File: src/rtl/master_port_rw_pkg.sv
// Shared types and constants for the serial bus master port.
// Imported by the port top level.
package master_port_rw_pkg;

   typedef enum logic [2:0] {
      StIdle,
      StReq,
      StAddr,
      StWait,
      StWdata,
      StRdata,
      StDone
   } state_e;

   localparam logic ModeRead  = 1'b0;
   localparam logic ModeWrite = 1'b1;

   function automatic int unsigned max_u(input int unsigned a, input int unsigned b);
      return (a > b) ? a : b;
   endfunction

endpackage

File: src/rtl/master_port_rw_if.sv
// Local request handshake plus serial system bus signals of one master port.
// The master modport is the port's own view; slave is the surrounding system.
interface master_port_rw_if #(
   parameter int unsigned ADDR_W = 16,
   parameter int unsigned DATA_W = 8
) ();

   // Local master side
   logic [ADDR_W-1:0] m_addr;
   logic [DATA_W-1:0] m_wdata;
   logic              m_wen;
   logic              m_valid;
   logic              m_ready;
   logic [DATA_W-1:0] m_rdata;
   logic              m_done;
   logic              m_err;

   // Serial system bus side
   logic              mp_breq;
   logic              mp_bgnt;
   logic              mp_addr;
   logic              mp_wdata;
   logic              mp_mode;
   logic              mp_valid;
   logic              mp_ready;
   logic              mp_rdata;
   logic              mp_rvalid;

   modport master (
      input  m_addr,
      input  m_wdata,
      input  m_wen,
      input  m_valid,
      output m_ready,
      output m_rdata,
      output m_done,
      output m_err,
      output mp_breq,
      input  mp_bgnt,
      output mp_addr,
      output mp_wdata,
      output mp_mode,
      output mp_valid,
      input  mp_ready,
      input  mp_rdata,
      input  mp_rvalid
   );

   modport slave (
      output m_addr,
      output m_wdata,
      output m_wen,
      output m_valid,
      input  m_ready,
      input  m_rdata,
      input  m_done,
      input  m_err,
      input  mp_breq,
      output mp_bgnt,
      input  mp_addr,
      input  mp_wdata,
      input  mp_mode,
      input  mp_valid,
      output mp_ready,
      output mp_rdata,
      output mp_rvalid
   );

endinterface

File: src/rtl/master_port_rw_serial_shifter.sv
// LSB-first serial shifter with parallel load, shift-in at the MSB and a bit counter
// whose done flag marks the bit currently at the output as the last one.
module master_port_rw_serial_shifter #(
   parameter int unsigned WIDTH = 8,
   parameter int unsigned CNT_W = 3
) (
   input  logic             clk,
   input  logic             rstn,
   input  logic             load,
   input  logic [WIDTH-1:0] load_data,
   input  logic             shift_en,
   input  logic             shift_in,
   input  logic [CNT_W-1:0] last_idx,
   output logic [WIDTH-1:0] data_next,
   output logic             bit_out,
   output logic             done
);

   logic [WIDTH-1:0] data_q;
   logic [CNT_W-1:0] cnt_q;
   logic [WIDTH:0]   ext;

   // Widening by one bit keeps the shift well-formed even for WIDTH == 1.
   assign ext       = {shift_in, data_q};
   assign data_next = ext[WIDTH:1];
   assign bit_out   = data_q[0];
   assign done      = (cnt_q == last_idx);

   always_ff @(posedge clk or negedge rstn) begin
      if (!rstn) begin
         data_q <= '0;
         cnt_q  <= '0;
      end else if (load) begin
         data_q <= load_data;
         cnt_q  <= '0;
      end else if (shift_en) begin
         data_q <= data_next;
         cnt_q  <= cnt_q + 1'b1;
      end
   end

endmodule

File: src/rtl/master_port_rw.sv
// Serial bus master port: takes a parallel read/write request, wins the bus and shifts
// address and data LSB-first, retrying on grant loss and aborting on slave timeout.
module master_port_rw
   import master_port_rw_pkg::*;
#(
   parameter int unsigned ADDR_W  = 16,
   parameter int unsigned DATA_W  = 8,
   parameter int unsigned TIMEOUT = 16
) (
   input logic              clk,
   input logic              rstn,
   master_port_rw_if.master bus
);

   localparam int unsigned ShW   = max_u(ADDR_W, DATA_W);
   localparam int unsigned CntW  = (ShW > 1) ? $clog2(ShW) : 1;
   localparam int unsigned ToW   = (TIMEOUT > 0) ? $clog2(TIMEOUT + 1) : 1;
   localparam logic [CntW-1:0] AddrLast = CntW'(ADDR_W - 1);
   localparam logic [CntW-1:0] DataLast = CntW'(DATA_W - 1);

   state_e state_q, state_d;

   logic [ADDR_W-1:0] addr_q;
   logic [DATA_W-1:0] wdata_q;
   logic              wen_q;
   logic [DATA_W-1:0] rdata_q;
   logic [ToW-1:0]    to_cnt_q, to_cnt_d;
   logic              to_hit;
   logic              accept;
   logic              busy_bus;

   logic              wr_load;
   logic [ShW-1:0]    wr_load_data;
   logic              wr_shift;
   logic [CntW-1:0]   wr_last;
   logic [ShW-1:0]    wr_next;
   logic              wr_bit;
   logic              wr_done;

   logic              rd_load;
   logic              rd_shift;
   logic              rd_capture;
   logic [DATA_W-1:0] rd_next;
   logic              rd_bit;
   logic              rd_done;
   logic              unused_sh;

   assign accept  = (state_q == StIdle) && bus.m_valid;
   assign to_hit  = (TIMEOUT != 0) && (to_cnt_q == ToW'(TIMEOUT));
   assign wr_last = (state_q == StWdata) ? DataLast : AddrLast;

   // Address and write data share one shifter; the read shifter collects mp_rdata.
   master_port_rw_serial_shifter #(
      .WIDTH (ShW),
      .CNT_W (CntW)
   ) u_wr_shifter (
      .clk       (clk),
      .rstn      (rstn),
      .load      (wr_load),
      .load_data (wr_load_data),
      .shift_en  (wr_shift),
      .shift_in  (1'b0),
      .last_idx  (wr_last),
      .data_next (wr_next),
      .bit_out   (wr_bit),
      .done      (wr_done)
   );

   master_port_rw_serial_shifter #(
      .WIDTH (DATA_W),
      .CNT_W (CntW)
   ) u_rd_shifter (
      .clk       (clk),
      .rstn      (rstn),
      .load      (rd_load),
      .load_data ('0),
      .shift_en  (rd_shift),
      .shift_in  (bus.mp_rdata),
      .last_idx  (DataLast),
      .data_next (rd_next),
      .bit_out   (rd_bit),
      .done      (rd_done)
   );

   assign unused_sh = ^{wr_next, rd_bit};

   always_ff @(posedge clk or negedge rstn) begin
      if (!rstn) begin
         state_q <= StIdle;
      end else begin
         state_q <= state_d;
      end
   end

   always_comb begin
      state_d      = state_q;
      to_cnt_d     = '0;
      wr_load      = 1'b0;
      wr_load_data = ShW'(addr_q);
      wr_shift     = 1'b0;
      rd_load      = 1'b1;
      rd_shift     = 1'b0;
      rd_capture   = 1'b0;

      unique case (state_q)
         StIdle: begin
            if (accept) state_d = StReq;
         end
         StReq: begin
            // Reloading every REQ cycle makes each retry restart from address bit 0.
            wr_load = 1'b1;
            if (bus.mp_bgnt) state_d = StAddr;
         end
         StAddr: begin
            if (!bus.mp_bgnt) begin
               state_d = StReq;
            end else begin
               wr_shift = 1'b1;
               if (wr_done) begin
                  wr_load      = 1'b1;
                  wr_load_data = ShW'(wdata_q);
                  state_d      = StWait;
               end
            end
         end
         StWait: begin
            if (to_hit) begin
               state_d = StIdle;
            end else if (!bus.mp_bgnt) begin
               state_d = StReq;
            end else if (bus.mp_ready) begin
               state_d = (wen_q == ModeRead) ? StRdata : StWdata;
            end else begin
               to_cnt_d = to_cnt_q + 1'b1;
            end
         end
         StWdata: begin
            if (!bus.mp_bgnt) begin
               state_d = StReq;
            end else begin
               wr_shift = 1'b1;
               if (wr_done) state_d = StDone;
            end
         end
         StRdata: begin
            rd_load = 1'b0;
            if (to_hit) begin
               state_d = StIdle;
            end else if (!bus.mp_bgnt) begin
               state_d = StReq;
            end else if (bus.mp_rvalid) begin
               rd_shift = 1'b1;
               if (rd_done) begin
                  rd_capture = 1'b1;
                  state_d    = StDone;
               end
            end else begin
               to_cnt_d = to_cnt_q + 1'b1;
            end
         end
         StDone: begin
            state_d = StIdle;
         end
         default: begin
            state_d = StIdle;
         end
      endcase
   end

   always_ff @(posedge clk or negedge rstn) begin
      if (!rstn) begin
         addr_q   <= '0;
         wdata_q  <= '0;
         wen_q    <= ModeRead;
         rdata_q  <= '0;
         to_cnt_q <= '0;
      end else begin
         to_cnt_q <= to_cnt_d;
         if (accept) begin
            addr_q  <= bus.m_addr;
            wdata_q <= bus.m_wdata;
            wen_q   <= bus.m_wen;
         end
         if (rd_capture) rdata_q <= rd_next;
      end
   end

   assign busy_bus = (state_q == StAddr) || (state_q == StWait) ||
                     (state_q == StWdata) || (state_q == StRdata);

   assign bus.m_ready  = (state_q == StIdle);
   assign bus.m_rdata  = rdata_q;
   assign bus.m_done   = (state_q == StDone);
   assign bus.m_err    = to_hit && ((state_q == StWait) || (state_q == StRdata));
   assign bus.mp_breq  = (state_q == StReq) || busy_bus;
   assign bus.mp_valid = (state_q == StAddr) || (state_q == StWdata);
   assign bus.mp_addr  = (state_q == StAddr) && wr_bit;
   assign bus.mp_wdata = (state_q == StWdata) && wr_bit;
   // Mode is presented from the address phase through the DONE cycle.
   assign bus.mp_mode  = (busy_bus || (state_q == StDone)) ? wen_q : ModeRead;

endmodule
File: src/flat_wrapper.sv
// flat-port wrapper written by rule: the top's interface ports become plain ports
module master_port_rw_flat import master_port_rw_pkg::*;
#(
   parameter int unsigned ADDR_W  = 16,
   parameter int unsigned DATA_W  = 8,
   parameter int unsigned TIMEOUT = 16
)
  (clk, rstn, bus_m_addr, bus_m_wdata, bus_m_wen, bus_m_valid, bus_m_ready, bus_m_rdata, bus_m_done, bus_m_err, bus_mp_breq, bus_mp_bgnt, bus_mp_addr, bus_mp_wdata, bus_mp_mode, bus_mp_valid, bus_mp_ready, bus_mp_rdata, bus_mp_rvalid);
  master_port_rw_if #(.ADDR_W(ADDR_W), .DATA_W(DATA_W)) bus_i ();
  input logic clk;
  input logic rstn;
  input wire logic [$bits(bus_i.m_addr)-1:0] bus_m_addr;
  input wire logic [$bits(bus_i.m_wdata)-1:0] bus_m_wdata;
  input wire logic [$bits(bus_i.m_wen)-1:0] bus_m_wen;
  input wire logic [$bits(bus_i.m_valid)-1:0] bus_m_valid;
  output wire logic [$bits(bus_i.m_ready)-1:0] bus_m_ready;
  output wire logic [$bits(bus_i.m_rdata)-1:0] bus_m_rdata;
  output wire logic [$bits(bus_i.m_done)-1:0] bus_m_done;
  output wire logic [$bits(bus_i.m_err)-1:0] bus_m_err;
  output wire logic [$bits(bus_i.mp_breq)-1:0] bus_mp_breq;
  input wire logic [$bits(bus_i.mp_bgnt)-1:0] bus_mp_bgnt;
  output wire logic [$bits(bus_i.mp_addr)-1:0] bus_mp_addr;
  output wire logic [$bits(bus_i.mp_wdata)-1:0] bus_mp_wdata;
  output wire logic [$bits(bus_i.mp_mode)-1:0] bus_mp_mode;
  output wire logic [$bits(bus_i.mp_valid)-1:0] bus_mp_valid;
  input wire logic [$bits(bus_i.mp_ready)-1:0] bus_mp_ready;
  input wire logic [$bits(bus_i.mp_rdata)-1:0] bus_mp_rdata;
  input wire logic [$bits(bus_i.mp_rvalid)-1:0] bus_mp_rvalid;
  assign bus_i.m_addr = bus_m_addr;
  assign bus_i.m_wdata = bus_m_wdata;
  assign bus_i.m_wen = bus_m_wen;
  assign bus_i.m_valid = bus_m_valid;
  assign bus_m_ready = bus_i.m_ready;
  assign bus_m_rdata = bus_i.m_rdata;
  assign bus_m_done = bus_i.m_done;
  assign bus_m_err = bus_i.m_err;
  assign bus_mp_breq = bus_i.mp_breq;
  assign bus_i.mp_bgnt = bus_mp_bgnt;
  assign bus_mp_addr = bus_i.mp_addr;
  assign bus_mp_wdata = bus_i.mp_wdata;
  assign bus_mp_mode = bus_i.mp_mode;
  assign bus_mp_valid = bus_i.mp_valid;
  assign bus_i.mp_ready = bus_mp_ready;
  assign bus_i.mp_rdata = bus_mp_rdata;
  assign bus_i.mp_rvalid = bus_mp_rvalid;
  master_port_rw #(.ADDR_W(ADDR_W), .DATA_W(DATA_W), .TIMEOUT(TIMEOUT)) u_core (.clk(clk), .rstn(rstn), .bus(bus_i));
endmodule
File: config.mk
export PLATFORM = sky130hd
export DESIGN_NAME = master_port_rw_flat
export DESIGN_NICKNAME = d
export VERILOG_FILES = /design/src/rtl/master_port_rw_pkg.sv /design/src/rtl/master_port_rw_if.sv /design/src/rtl/master_port_rw_serial_shifter.sv /design/src/rtl/master_port_rw.sv /design/src/flat_wrapper.sv
export SDC_FILE = /design/constraint.sdc
export NUM_CORES = 1
export LEC_CHECK = 0
export BUFFER_PORTS_ARGS = -buffer_cell sky130_fd_sc_hd__buf_2
export CAP_MARGIN = 20
export CORE_MARGIN = 2
export CORE_UTILIZATION = 55
export CTS_CLUSTER_SIZE = 40
export DETAILED_ROUTE_END_ITERATION = 7
export GPL_TIMING_DRIVEN = 0
export PLACE_DENSITY = 0.76
export RECOVER_POWER = 25
export SYNTH_ARGS = -nofsm -noshare
export SYNTH_HDL_FRONTEND = slang
export SYNTH_HIERARCHICAL = 1
export SYNTH_SLANG_ARGS = --single-unit
File: constraint.sdc
create_clock -name clk -period 4.2 [get_ports clk]
set_clock_uncertainty 0.2 [all_clocks]
set_input_delay 0.42 -clock clk [delete_from_list [all_inputs] [get_ports clk]]
set_output_delay 0.42 -clock clk [all_outputs]
set_load 0.03 [all_outputs]
# ---- Word level (Yosys, flattened, before mapping)
# Index checks and enable logic that the tools add are counted.
dict set report classes {
  n_reduce_logical 15
  eq_ne 17
  add_sub_neg 3
  mux 49
}
# cell n
set op_table {}
lappend op_table {{$mux W16} 5}
lappend op_table {{$mux W3} 13}
lappend op_table {{$mux W5} 6}
lappend op_table {{$mux W4} 5}
lappend op_table {{$pmux W3 S6} 1}
lappend op_table {{$mux W8} 2}
lappend op_table {{$mux W1} 15}
lappend op_table {{$pmux W5 S2} 1}
lappend op_table {{$eq A3 B3 Y1 const B} 3}
lappend op_table {{$add A4 B1 Y4 const B} 2}
lappend op_table {{$ne A4 B3 Y1 const B} 2}
lappend op_table {{$logic_or A1 B1 Y1} 7}
lappend op_table {{$reduce_and A7 Y1} 1}
lappend op_table {{$eq A3 B2 Y1 const B} 2}
lappend op_table {{$ne A3 B3 Y1 const B} 2}
lappend op_table {{$add A5 B1 Y5 const B} 1}
lappend op_table {{$eq A5 B5 Y1 const B} 1}
lappend op_table {{$eq A4 B3 Y1 const B} 1}
lappend op_table {{$eq A4 B4 Y1} 1}
lappend op_table {{$logic_and A1 B1 Y1} 4}
lappend op_table {{$ne A2 B1 Y1 const B} 2}
lappend op_table {{$ne A4 B2 Y1 const B} 1}
lappend op_table {{$eq A3 B1 Y1 const B} 1}
lappend op_table {{$logic_not A3 Y1} 1}
lappend op_table {{4 further kinds} 4}
dict set report totals {
  in_bits 32
  regBits 73
  word_cells 94
}

# ---- Depth between registers and ports, before layout
# Gate-level depths: netlist of the first run.
dict set report logic_depth {
  ltp_word 7
  ltp_mapped 11
  ltp_nobuf 9
}

# ---- By module
# The synthesis of the first run kept the hierarchy.
# mod cells_each area_per_inst_um2 instances
set by_module_without_submodules {}
lappend by_module_without_submodules {master_port_rw 170 2203.4 1}
lappend by_module_without_submodules {{master_port_rw_serial_shifter at u_core.u_wr_shifter} 92 984.7 1}
lappend by_module_without_submodules {{master_port_rw_serial_shifter at u_core.u_rd_shifter} 58 633.1 1}

# ---- Worst setup path before layout of the first run
# No wires, ideal clock.
dict set report synth_timing {
  path_kind {register to register}
  startpoint {reg u_core.state_q[0]}
  endpoint {reg u_core.u_wr_shifter.data_q[6]}
  path_buffers 3
  arrival_time_ns 2.241
  period_less_slack_ns 2.564
  path_stages_with_launch 12
  slack_ns 1.636
  setup_ns 0.123
  path_cell_list {dfrtp_1 buf_2 clkbuf_1 nand2b_1 xor2_1 nor4_1 nand2_1 nor2_4 buf_4 mux2_1 nand2_1 o21ai_1}
}
dict set report synth_between {
  elab_chain_cells 7
  word_cells_on_any_way 15
}
# element line_no
set synth_lines {}
lappend synth_lines {{start, declared} master_port_rw.sv:21} ;# state_e state_q, state_d;
lappend synth_lines {{start signal, assigned} master_port_rw.sv:89} ;# state_q <= StIdle;
lappend synth_lines {{start signal, assigned} master_port_rw.sv:91} ;# state_q <= state_d;
lappend synth_lines {{$eq A3 B3 Y1} master_port_rw.sv:50} ;# assign wr_last = (state_q == StWdata) ? DataLast : AddrLast;
lappend synth_lines {{$mux W4} master_port_rw.sv:50}
lappend synth_lines {{via u_core.wr_last[3]} master_port_rw.sv:35} ;# logic [CntW-1:0] wr_last;
lappend synth_lines {{$eq A4 B4 Y1} master_port_rw_serial_shifter.sv:27} ;# assign done = (cnt_q == last_idx);
lappend synth_lines {{via u_core.wr_done} master_port_rw.sv:38} ;# logic wr_done;
lappend synth_lines {{$mux W16} master_port_rw.sv:119} ;# if (wr_done) begin
lappend synth_lines {{$mux W16} master_port_rw.sv:115} ;# if (!bus.mp_bgnt) begin
lappend synth_lines {{$mux W16} master_port_rw.sv:105} ;# unique case (state_q)
lappend synth_lines {{via u_core.wr_load_data[6]} master_port_rw.sv:33} ;# logic [ShW-1:0] wr_load_data;
lappend synth_lines {{$mux W16} master_port_rw_serial_shifter.sv:33} ;# end else if (load) begin
lappend synth_lines {{end signal, assigned} master_port_rw_serial_shifter.sv:34} ;# data_q <= load_data;
lappend synth_lines {{end signal, assigned} master_port_rw_serial_shifter.sv:37} ;# data_q <= data_next;
lappend synth_lines {{end, declared} master_port_rw_serial_shifter.sv:19} ;# logic [WIDTH-1:0] data_q;
# The timed path passes the listed nets, and every way through them passes these cells.
# A chain may end at the register's enable or synchronous reset.

# ---- Worst setup path in the final report of the first run
# Same ends and word-level chain as after synthesis.

==> results.yml, run 1 <==
status:
  outcome: "finished, violations left"
  violations: "capacitance limit, slew limit"
cts:
  cts.sinks: 72
  post_cts_buffers: 0
  ctsHoldBuffers: 0
  cts_max_level: 3
  root_buffer: "clkbuf_8"
  path_clk_slew_ns: 0.07
  clkLatencyLatePin_ns: 0.34
  ctsResizeCount: 0
  cts_made_buffers: 9
  cts_tree: "yes"
  cts_buffer_depth: 2
worst_setup_path:
  worstSetupEndpointType: "flip-flop"
  slowest_delay_ns: 0.37
  path_buf_inv: 3
  reg2reg_slack_ns: 1.23
  path_delay_family: "simple AND/OR/NAND/NOR gates"
  cp.arrival_ns: 2.99
  crit_type: "flip-flop to flip-flop"
  crit_chain: "buf_2 -> clkbuf_1 -> nand2b_1 -> xor2_1 -> nor4_1 -> nand2_1 -> nor2_4 -> buf_4 -> mux2_1 -> nand2_1 -> o21ai_1"
  required_ns: 4.22
  path_common_cell: "nand2_1"
  path_max_fanout: 10
  start_kind: "flip-flop"
  cp_slowest_cell: "clkbuf_1"
job:
  drv_cap: 1
die:
  rows: 30
  die-area_um2: 7530
  die_h_um: 86.8
  floorplan.initialDensity_pct: 56.1
  core_area_um2: 6720
  ioPinCount: 48
  die_width_um: 86.8
cells_and_area:
  diodes: 0
  final_cell_mix: "dfrtp_1 (72), buf_2 (52), nand2_1 (33), mux2i_1 (26), o21ai_1 (22)"
  nFillCells: 526
  layout.cells.non_filler: 470
  fin_nets: 421
  drive_gt1_share_pct: 31.5
  multi_input_area_um2: 1810
  regArea_um2: 1800
  final_common_cell: "dfrtp_1"
  area_delta_synth_final_pct: 15.1
timing:
  setup_viol: 0
  finalCriticalPeriod_ns: 2.97
  tightest_slew_ns: 1.75
  finalCritPeriodShare_pct: 70.7
  relSlewSlack_pct: -16.6
  drv_slew: 73
  final_hold_viol_count: 0
  rsz0062_at_grt: "no"
  max_freq_mhz: 337
  finalSetupTns_ns: 0
global_routing:
  grt.met2_usage_pct: 31.7
  met3_usage_pct: 3.33
  antenna_found_initial: 0
  grt_max_degree: 73
  gr-usage-met1_pct: 29.9
  gr-usage-all-layers_pct: 20.9
  top_usage_layer: "met2"
  grt_pass1_wl_um: 12200
  grt-ovfl-total: 0
  grt_pass1_vias: 2556
detailed_routing:
  via_count: 2540
  totalWireLength_um: 7180
  drc: 0
  viasPerCell: 5.40
  drtIter0Drc: 122
  routedWlPerCell_um: 15.3
  dr.pass1.iters: 5
  postRouteAntennaNets: 0
synthesis:
  synth-warning-count: 6
  synthCells: 315
  syn-cell-area_um2: 3770
  syn_avg_cell_area_um2: 12.0
placement:
  placed_cells: 454
  dp_hpwl_um: 5030
  numPortBuffers: 46
  place_congestion: 0.815
power:
  p_leak_nw: 2.07
  vdd_drop_max_mv: 0.326
  power_density_nw_per_um2: 625
worst_hold_path:
  hp-class: "primary input to flip-flop"
## final timing paths
path / from / end / cells after the start
max: u_core/state_q[0]$_DFFE_PN0P_ / u_core/u_wr_shifter/data_q[6]$_DFFE_PN0P_ / 11
min: bus_m_addr[1] / u_core/addr_q[1]$_DFFE_PN0P_ / 2
max reg2reg: u_core/state_q[0]$_DFFE_PN0P_ / u_core/u_wr_shifter/data_q[6]$_DFFE_PN0P_ / 11
min reg2reg: u_core/bus.m_rdata[2]$_DFFE_PN0P_ / u_core/bus.m_rdata[2]$_DFFE_PN0P_ / 1
max in group asynchronous: rstn / u_core/addr_q[4]$_DFFE_PN0P_ / 1
min in group asynchronous: rstn / u_core/bus.m_rdata[2]$_DFFE_PN0P_ / 1
## metrics by stage
| stage | area, µm² | power [mW] | hold WS (ns) | worst slack, ns | utilization, % |
|---|---|---|---|---|---|
| detailed placement | 4150 | 2.19 | 0.269 | 1.25 | 61.8 |
| global route | 4340 | 2.89 | 0.0920 | 1.02 | 64.6 |
| floorplan | 3820 | 1.94 | -0.0756 | 1.64 | - |
| CTS | 4340 | 2.72 | 0.0268 | 1.25 | 64.6 |
| global placement | 4150 | 2.14 | 0.263 | 1.28 | 61.8 |
| finish | 4340 | 2.71 | 0.0995 | 1.23 | 64.6 |
## state kept, by name, indices dropped and copies added (netlist names)
| signal | count |
|---|---|
| u_core/bus.m_rdata | 8 |
| u_core/wdata_q | 8 |
| u_core/wen_q | 1 |
| u_core/u_rd_shifter/data_q | 7 |
| u_core/addr_q | 16 |
| u_core/to_cnt_q | 5 |
| u_core/u_wr_shifter/cnt_q | 4 |
| u_core/u_rd_shifter/cnt_q | 4 |
| u_core/u_wr_shifter/data_q | 16 |
| u_core/state_q | 3 |
## report_power, final
part / switching (mW) / leakage (nW) / internal, mW / total, mW
combinational: 0.562 / 1.07 / 0.559 / 1.12
clock: 0.263 / 0.0988 / 0.263 / 0.526
sequential: 0.136 / 0.907 / 0.930 / 1.07
## routing by layer
| metal | share of wire (%) | up-vias |
|---|---|---|
| li1 | - | 1211 |
| met1 | 47 | 1250 |
| met2 | 47 | 69 |
| met3 | 4.4 | 10 |
| met4 | 1.6 | 0 |
| met5 | 0 | - |
## area by class of cell
class / count / share of cell area [%]
Clock buffer: 12 / 3.81
Inverter: 4 / 0.346
Sequential cell: 72 / 41.5
Timing Repair Buffer: 46 / 5.30
Clock inverter: 4 / 0.605
Buffer: 21 / 4.44
Tap cell: 80 / 2.31
Multi-Input combinational cell: 231 / 41.7
(Power assumes the default switching activity.)
==> run 2: changes to the inputs <==
--- a/config.mk
+++ b/config.mk
@@ -8,7 +8,7 @@
 export BUFFER_PORTS_ARGS = -buffer_cell sky130_fd_sc_hd__buf_2
 export CAP_MARGIN = 20
 export CORE_MARGIN = 2
-export CORE_UTILIZATION = 55
+export CORE_UTILIZATION = 52
 export CTS_CLUSTER_SIZE = 40
 export DETAILED_ROUTE_END_ITERATION = 7
 export GPL_TIMING_DRIVEN = 0
==> constraint.sdc (replaced) <==
create_clock -name clk -period 2.55 [get_ports clk]
set_clock_uncertainty 0.2 [all_clocks]
set_input_delay 0.255 -clock clk [delete_from_list [all_inputs] [get_ports clk]]
set_output_delay 0.255 -clock clk [all_outputs]
set_load 0.03 [all_outputs]
==> run 2 against run 1 <==
  * Utilization grew 2.3 points
  * Count of clock-buffer cells in the layout stayed put
  * Critical endpoint is now u_core/state_q[0]$_DFFE_PN0P_
  * First-iteration DRC count increased by 39%
  * Critical path depth is 1 lower
  * Worst hold slack better by 0.0017 ns
  * Highest routed layer unchanged
  * The flow still finishes with violations (capacitance limit, slew limit)
  * Via count grew 3.2%
  * Clock power is 77% higher
==> results.yml, run 2 (synthesized netlist as in run 1, its figures left out) <==
worst_hold_path:
  hold_depth: 3
  min_to: "u_core/to_cnt_q[1]$_DFF_PN0_"
  hp-class: "primary input to flip-flop"
  worstHoldStart: "bus_mp_ready"
job:
  drv_cap: 1
detailed_routing:
  drc: 0
  via_count: 2622
  viasPerCell: 4.98
  routedWlPerCell_um: 13.9
  drtIter0Drc: 169
  postRouteAntennaNets: 0
  dr.pass1.iters: 4
  totalWireLength_um: 7330
cells_and_area:
  layout.cells.non_filler: 527
  diodes: 0
  drive_gt1_share_pct: 29.9
  final_cell_mix: "dfrtp_1 (72), buf_2 (41), nand2_1 (33), dlygate4sd3_1 (27), mux2i_1 (26)"
  final_common_cell: "dfrtp_1"
  fin_util_pct: 66.9
  area_delta_synth_final_pct: 26.6
  fin_nets: 459
  final_area_um2: 4770
  reg_top3: "u_core/addr_q (16), u_core/u_wr_shifter/data_q (16)"
die:
  die_width_um: 89.1
  die-area_um2: 7950
  floorplan.initialDensity_pct: 52.8
  rows: 31
  die_h_um: 89.1
  core_area_um2: 7140
  ioPinCount: 48
global_routing:
  antenna_found_initial: 0
  grt_max_degree: 73
  grt-ovfl-total: 0
  gr-usage-all-layers_pct: 20.1
  grt_pass1_vias: 2570
  grt_pass1_wl_um: 12100
worst_setup_path:
  r2r-end: "u_core/state_q[0]$_DFFE_PN0P_"
  path_delay_family: "simple AND/OR/NAND/NOR gates"
  worstSetupEndpointType: "flip-flop"
  start_kind: "flip-flop"
  path_buf_inv: 4
  cp_slowest_cell: "dfrtp_1"
  rr_startpoint: "u_core/state_q[0]$_DFFE_PN0P_"
  reg2reg_slack_ns: 0.05
  required_ns: 2.59
  crit_chain: "buf_6 -> buf_6 -> nand2b_4 -> xor2_1 -> nor4_2 -> buf_4 -> inv_1 -> a311oi_2 -> nor2_1 -> mux2_4"
  worstSetupStartpoint: "u_core/state_q[0]$_DFFE_PN0P_"
  path_common_cell: "buf_6"
  crit_type: "flip-flop to flip-flop"
  worst_r2r_path_depth: 10
  cp.arrival_ns: 2.54
  slowest_delay_ns: 0.38
  path_max_fanout: 10
power:
  p_sw_mw: 1.58
  p_int_mw: 3.09
  p_leak_nw: 2.24
  pwr-share-seq_pct: 37.6
  vdd_drop_max_mv: 0.535
  clockPowerShare_pct: 20.0
  finalPower_mw: 4.67
  power_density_nw_per_um2: 978
  combPwrFrac_pct: 42.5
  switching_share_pct: 33.8
cts:
  cts_buffer_depth: 2
  root_buffer: "clkbuf_8"
  cts_made_buffers: 9
  cts.sinks: 72
  clkLatencyLatePin_ns: 0.35
  cts_tree: "yes"
  path_clk_slew_ns: 0.08
  cts_max_level: 3
timing:
  drv_slew: 73
  finalCriticalPeriod_ns: 2.50
  layout_setup_ws_ns: 0.0460
  relSlewSlack_pct: -15.4
  final_hold_viol_count: 0
  finalCritPeriodShare_pct: 98.2
  tightest_slew_ns: 1.73
  setup_viol: 0
  max_freq_mhz: 399
status:
  violations: "capacitance limit, slew limit"
  outcome: "finished, violations left"
placement:
  place_ws_ns: -0.299
  dp_hpwl_um: 4830
  numPortBuffers: 46
  placed_cells: 473
  dpl_cell_area_um2: 4180
  place_congestion: 0.897
==> run 2: cell types whose count changed in the layout (fill, tap and decap cells not counted), moves of 2 or more <==
| cell | change |
|---|---|
| buf_2 | -11 |
| buf_6 | +4 |
| mux2_2 | -3 |
| mux2_4 | +3 |
| clkbuf_1 | +8 |
| clkbuf_4 | +2 |
| buf_4 | +9 |
| dlygate4sd3_1 | +27 |
==> run 2: power by group through the flow <==
stage / Combinational, mW / Sequential (mW) / Clock (mW)
after global placement: 1.76 / 1.75 / 0
final: 1.98 / 1.75 / 0.932
after detailed placement: 1.82 / 1.76 / 0
after global routing: 2.15 / 1.80 / 1.01
after floorplan: 1.49 / 1.71 / 0
after CTS: 1.87 / 1.75 / 0.958
==> run 2: metal layers <==
layer	global-route usage, %	up-vias	wire [µm]	part of all wire (%)
met5	0	-	0	0
met3	4.16	9	257	3.5
met4	7.46	0	121	1.7
met1	27.3	1266	3420	47
li1	-	1286	-	-
met2	32.0	61	3530	48
==> run 2: worst min-delay path: cells and delay by family <==
family	cells	cell delay, ns
buffers and inverters	1	0.10
AO/OA/AOI/OAI	1	0.08
AND/OR/NAND/NOR	1	0.18
==> run 2: through the flow <==
| step | setup TNS [ns] | hold WS [ns] |
|---|---|---|
| detailed placement | -1.99 | 0.231 |
| global route | -0.618 | 0.115 |
| CTS | 0 | 0.0879 |
| floorplan | 0 | -0.241 |
| finish | 0 | 0.101 |
| global placement | -2.98 | 0.263 |
==> run 2: how the worst max path moves through the flow <==
stage               cells after the start                                        end
global placement                       11  u_core/u_wr_shifter/data_q[7]$_DFFE_PN0P_
global route                           11  u_core/u_wr_shifter/data_q[6]$_DFFE_PN0P_
finish                                 10              u_core/state_q[0]$_DFFE_PN0P_
detailed placement                     11  u_core/u_wr_shifter/data_q[6]$_DFFE_PN0P_
CTS                                    11  u_core/u_wr_shifter/data_q[6]$_DFFE_PN0P_
floorplan                              11  u_core/u_wr_shifter/data_q[6]$_DFFE_PN0P_
==> run 2: area by class of cell <==
class                   instances  area, µm²
clock buffers                  12        155
flip-flops and latches         72       1800
inverters                       4       15.0
clock inverters                 4       51.3
repair buffers                 84        577
fillers                       576       2360
multi-input cells             231       1830
well taps                      99        124
plain buffers                  21        215
==> run 2: repair_timing <==
| item | CTS | global route |
|---|---|---|
| endpoints found under the setup margin | 21 | 20 |
| gates resized for setup | 6 | 9 |
| endpoints found under the hold margin | 98 | 0 |
| hold buffers | 27 | 0 |
| pin swaps | 2 | 3 |
| buffers inserted | 1 | 10 |
